### src/rtl/llc_input_arbiter.sv
// llc_input_arbiter: rsp/round-robin req arbiter with registered output and one stall slot; LLC_ARB_STATS_EN adds grant/stall counters
module llc_input_arbiter #(
  parameter int NUM_REQ_CH = 2,
  parameter int PAYLOAD_W  = 160,
  parameter int CH_W       = 3
) (
  input  logic                            clk,
  input  logic                            rst,
  input  logic                            rsp_in_valid,
  output logic                            rsp_in_ready,
  input  logic [PAYLOAD_W-1:0]            rsp_in_data,
  input  logic [NUM_REQ_CH-1:0]           req_in_valid,
  output logic [NUM_REQ_CH-1:0]           req_in_ready,
  input  logic [NUM_REQ_CH*PAYLOAD_W-1:0] req_in_data,
  output logic                            out_valid,
  input  logic                            out_ready,
  output logic [1:0]                      out_src,
  output logic [CH_W-1:0]                 out_ch,
  output logic [PAYLOAD_W-1:0]            out_data,
  input  logic                            park_valid,
  input  logic [CH_W-1:0]                 park_ch,
  input  logic [PAYLOAD_W-1:0]            park_data,
  input  logic                            resume,
  output logic                            stall_pending,
  output logic                            err_overflow
`ifdef LLC_ARB_STATS_EN
  ,
  output logic [NUM_REQ_CH*16-1:0]        stats_grants,
  output logic [15:0]                     stats_stall_cycles
`endif
);
  logic                 r_out_valid;
  logic [1:0]           r_out_src;
  logic [CH_W-1:0]      r_out_ch;
  logic [PAYLOAD_W-1:0] r_out_data;
  logic                 r_stall_pending;
  logic                 r_resume_ok;
  logic [CH_W-1:0]      r_stall_ch;
  logic [PAYLOAD_W-1:0] r_stall_data;
  logic                 r_err;
  logic [CH_W-1:0]      r_rr;
  logic                 w_lo_vld, w_hi_vld;
  logic [CH_W-1:0]      w_lo, w_hi, w_gnt, w_rr_nxt;
  logic [PAYLOAD_W-1:0] w_req_data;
  logic                 w_can_load, w_go, w_sel_rsp, w_sel_res, w_sel_req;
  always_comb begin
    w_lo_vld   = 1'b0;
    w_lo       = '0;
    w_hi_vld   = 1'b0;
    w_hi       = '0;
    w_req_data = '0;
    for (int i = NUM_REQ_CH - 1; i >= 0; i--) begin
      if (req_in_valid[i]) begin
        w_lo_vld = 1'b1;
        w_lo     = CH_W'(i);
      end
      if (req_in_valid[i] && CH_W'(i) >= r_rr) begin
        w_hi_vld = 1'b1;
        w_hi     = CH_W'(i);
      end
    end
    w_gnt = w_hi_vld ? w_hi : w_lo;
    for (int i = 0; i < NUM_REQ_CH; i++)
      if (CH_W'(i) == w_gnt) w_req_data = req_in_data[i*PAYLOAD_W +: PAYLOAD_W];
  end
  assign w_rr_nxt      = (w_gnt == CH_W'(NUM_REQ_CH - 1)) ? '0 : w_gnt + 1'b1;
  assign w_can_load    = !r_out_valid | out_ready;
  assign w_go          = rst & w_can_load;
  assign w_sel_rsp     = rsp_in_valid;
  assign w_sel_res     = !rsp_in_valid & r_stall_pending & r_resume_ok;
  assign w_sel_req     = !rsp_in_valid & !r_stall_pending & w_lo_vld;
  assign rsp_in_ready  = w_go & w_sel_rsp;
  assign req_in_ready  = (w_go & w_sel_req) ? NUM_REQ_CH'(1) << w_gnt : '0;
  assign out_valid     = r_out_valid;
  assign out_src       = r_out_src;
  assign out_ch        = r_out_ch;
  assign out_data      = r_out_data;
  assign stall_pending = r_stall_pending;
  assign err_overflow  = r_err;
  always_ff @(posedge clk) begin
    if (!rst) begin
      r_out_valid     <= 1'b0;
      r_out_src       <= '0;
      r_out_ch        <= '0;
      r_out_data      <= '0;
      r_stall_pending <= 1'b0;
      r_resume_ok     <= 1'b0;
      r_stall_ch      <= '0;
      r_stall_data    <= '0;
      r_err           <= 1'b0;
      r_rr            <= '0;
    end else begin
      if (w_can_load) begin
        r_out_valid <= w_sel_rsp | w_sel_res | w_sel_req;
        r_out_src   <= w_sel_rsp ? 2'd0 : w_sel_res ? 2'd2 : 2'd1;
        r_out_ch    <= w_sel_rsp ? '0 : w_sel_res ? r_stall_ch : w_gnt;
        r_out_data  <= w_sel_rsp ? rsp_in_data : w_sel_res ? r_stall_data : w_req_data;
        if (w_sel_req) r_rr <= w_rr_nxt;
      end
      if (!r_stall_pending && park_valid) begin
        r_stall_pending <= 1'b1;
        r_stall_ch      <= park_ch;
        r_stall_data    <= park_data;
      end
      if (r_stall_pending && park_valid) r_err <= 1'b1;
      if (r_stall_pending && resume) r_resume_ok <= 1'b1;
      if (w_can_load && w_sel_res) begin
        r_stall_pending <= 1'b0;
        r_resume_ok     <= 1'b0;
      end
    end
  end
`ifdef LLC_ARB_STATS_EN
  logic [NUM_REQ_CH*16-1:0] r_grants;
  logic [15:0]              r_stall_cyc;
  assign stats_grants       = r_grants;
  assign stats_stall_cycles = r_stall_cyc;
  always_ff @(posedge clk) begin
    if (!rst) begin
      r_grants    <= '0;
      r_stall_cyc <= '0;
    end else begin
      for (int i = 0; i < NUM_REQ_CH; i++)
        if (req_in_ready[i] && r_grants[i*16 +: 16] != 16'hFFFF)
          r_grants[i*16 +: 16] <= r_grants[i*16 +: 16] + 16'd1;
      if (r_stall_pending && r_stall_cyc != 16'hFFFF) r_stall_cyc <= r_stall_cyc + 16'd1;
    end
  end
`endif
endmodule

### config.mk
export PLATFORM = sky130hd
export DESIGN_NAME = llc_input_arbiter
export DESIGN_NICKNAME = d
export VERILOG_FILES = /design/src/rtl/llc_input_arbiter.sv
export SDC_FILE = /design/constraint.sdc
export NUM_CORES = 1
export LEC_CHECK = 0
export ABC_CLOCK_PERIOD_IN_PS = 1900
export BUFFER_PORTS_ARGS = -buffer_cell sky130_fd_sc_hd__buf_4
export CAP_MARGIN = 20
export CORE_AREA = 3 3 318 320
export CTS_BUF_LIST = sky130_fd_sc_hd__clkbuf_16
export DETAILED_ROUTE_END_ITERATION = 12
export DIE_AREA = 0 0 321 323
export GPL_ROUTABILITY_DRIVEN = 0
export SLEW_MARGIN = 20
export SYNTH_ARGS = -nofsm -noshare
export SYNTH_HDL_FRONTEND = slang
export SYNTH_SLANG_ARGS = --single-unit
### constraint.sdc
create_clock -name clk -period 1.9 [get_ports clk]
set_input_delay 0 -clock clk [delete_from_list [all_inputs] [get_ports clk]]
set_output_delay 0 -clock clk [all_outputs]
set_load 0.05 [all_outputs]
==> flow_summary.toml <==
[final_layout]
nFillCells = 9682
num-nets-final = 3965
drive_gt1_share_pct = 38.43
syn2layout_area_growth_pct = 92.79

[yosys]
synth_edf_count = 0
yosysSeqAreaShare_pct = 38.22
synth_warnings = 0
synth_fp_nets = 2497
syn-cell-area_um2 = 17440
synth_area_leaders = "dfxtp_1 38%, a221oi_2 11%, mux2i_1 9.2%"
synth_most_common_cell = "dfxtp_1"
synth_common_cells = "333 x dfxtp_1, 332 x nand2_1, 170 x a21oi_1"
ys.flop_type = "dfxtp_1"
ys_ff_latch = 333
synth_top_cell_by_area = "dfxtp_1"
yosysTopAreaCellShare_pct = 38.22
avgSynthCellArea_um2 = 9.448
synthCells = 1846
synth.distinct_cells = 42
async_flop_share_pct = 0

[cts]
clock_latency_ps = 580
root_buffer = "clkbuf_16"
clock_path_buffers = 3
clk_pin_slew_ps = 60
cts_max_level = 2
cts_made_buffers = 43
tritoncts = "yes"
cts_num_sinks = 333

[timing]
final.min_clock_period_ps = 1914
skew_ps = 25.10
finalSetupTns_ps = -24.48
setup_violations = 2
rsz0062_at_grt = "true"
tightest_slew_ps = 663.7
slew-limit-headroom_pct = 55.76
fin_crit_sh_pct = 100.8
maxSlewViolCount = 0
fmax_ghz = 0.5224
fin_ws_ps = -14.37
hold_viol_final = 0

[global_route]
grt_pass1_wl_um = 144900
grt_max_degree = 72
grt-ovfl-total = 0
first_global_vias = 22016
antenna_found_initial = 28
grt_util_all_layers_pct = 18.62

[pwr]
ir_worst_vdd_uv = 507.6
seqPwrFrac_pct = 34.2
power.internal_mw = 15.56
power_frac_clock_pct = 33.9
p_per_area_nw_per_um2 = 692.5
swShare_pct = 33.17
pwr-share-comb_pct = 31.9
total_power_mw = 23.29
p_sw_mw = 7.724
p_leak_nw = 14.33

[run_status]
failed_checks = "negative setup slack"
outcome = "finished, violations left"

[detailed_routing]
wl_per_cell_um = 22.01
routed_wl_um = 102400
ant_nets = 0
drt_pass1_iterations = 5
avgViaCountPerCell = 4.541
drc_errors = 0
drt_iter0_markers = 1460
vias = 21130

[hold_path]
min_path_type = "input pin to flop"

[floorplan]
fp.dieH_um = 323
core_um2 = 98420
initial_core_util_pct = 17.72
io-pin-count = 822
dieArea_um2 = 103700
die_x_um = 321
rows = 115

[critical_path]
cp_max_fo = 3
cp.required_ps = 1900
path_class = "flop to primary output"
crit_chain = "o21bai_4, or4_4, nor2b_4, buf_8"
critPathMaxStageDelay_ps = 530
crit_slowest_cell = "or4_4"
end_kind = "primary output"
critPathLaunchType = "flop"
cp.arrival_ps = 1910

[placement]
portBuffers = 821
dp_hpwl_um = 71350

[job]
cap_violations = 0
-- layout make-up --
cell class                 instances  area, µm²  share of cell area (%)
antenna                           20      50.05                  0.1488
clock buffer                      43       1076                   3.200
clock inverter                    34      240.2                  0.7144
inverter                           2      15.01                 0.04465
multi-input combinational       1331       9756                   29.01
sequential                       333       6670                   19.84
tap                             1287       1610                   4.789
timing repair buffer            1603      14210                   42.25
-- logic make-up (layout without fill, tap and decap cells) --
group | Yosys count | count (layout) | share of synthesized area, %
compound gates | 650 | 650 | 32.59
simple gates | 520 | 520 | 13.82
flops | 333 | 333 | 38.22
buf+inv | 182 | 1682 | 6.133
mux | 161 | 161 | 9.240
other cells | 0 | 20 | 0
-- cells in the final DEF (no fill, tap or decap), types with 2 or more instances in the layout --
master and instances:
buf_8 2, bufinv_16 3, dlygate4sd3_1 652, and3_1 5, nor2b_4 2, nand2b_4 2
clkinv_1 7, diode_2 20, a221oi_1 29, nand4_1 2, nand3_1 4, bufbuf_16 2
clkinv_2 9, or2_0 129, mux2i_1 161, a21oi_1 170, dfxtp_1 332, buf_12 36
nor2_1 9, nand2_1 332, clkinv_4 2, o22ai_2 128, clkinvlp_4 2, buf_6 2
a221oi_2 130, clkbuf_16 43, buf_4 908, or2_1 25, o21ai_1 3, o21ai_0 154
o22ai_1 31, inv_1 11
-- metrics by stage --
step | hold WS, ps | area (µm²) | std cells | setup slack, ps | utilization, %
2_1_floorplan | 136.0 | 17450 | 1846 | 65.31 | -
3_3_place_gp | 247.4 | 25600 | 3898 | 177.3 | 26.01
3_5_place_dp | 255.3 | 25600 | 3898 | 207.4 | 26.01
4_1_cts | 124.6 | 33560 | 4631 | -129.5 | 34.10
5_1_grt | 188.5 | 33610 | 4646 | -101.9 | 34.15
6_report | 177.2 | 33630 | 4653 | -14.37 | 34.17
-- final timing paths --
path / start / to / slack [ps] / cells past startpoint
setup / recovery: stall_pending / req_in_ready[0] / -10 / 4
setup reg to reg: stall_pending / r_stall_data[119] / 130 / 6
hold reg to reg: r_stall_data[91] / r_stall_data[91] / 460 / 2
hold / removal: out_ready / stall_pending / 180 / 4
-- per-layer routing --
layer  share of wire (%)  global-route usage, %  vias up
li1                    -                      -     9718
met1                  40                  22.02    10081
met2                  47                  31.41     1038
met3                 7.4                  4.699      285
met4                 5.1                  9.198        8
met5               0.049                      0        -
-- power groups by stage --
stage	logic, mW	registers (mW)	clock network, mW
after global placement	6.13	8.09	0
after global routing	7.86	8.00	8.36
after detailed placement	6.17	8.08	0
final	7.43	7.96	7.90
after floorplan	2.17	9.20	0
after CTS	7.40	7.94	8.17
-- worst max-delay path, delay by kind of cell, from the launching register on --
family                 cells  cell delay, ps
AND/OR/NAND/NOR            2             670
flip-flops                 1             340
AO/OA/AOI/OAI              1             160
buffers and inverters      1             150
-- registers in the layout (all words and copies together), names as in the netlist, 2 cells and up --
signal	flops
out_src	2
out_ch	3
r_stall_data	160
r_stall_ch	3
out_data	160
-- timing repair --
action / 4_1_cts / 5_1_grt
buffers inserted: 2 / 3
resized for setup: 9 / 3
hold buffers: 652 / 0
cloned: 2 / 0
endpoints found under the hold margin: 330 / 0
pin swaps: 1 / 1
setup endpoints to repair: 3 / 6
No activity file was read; power rests on OpenSTA's default activity.
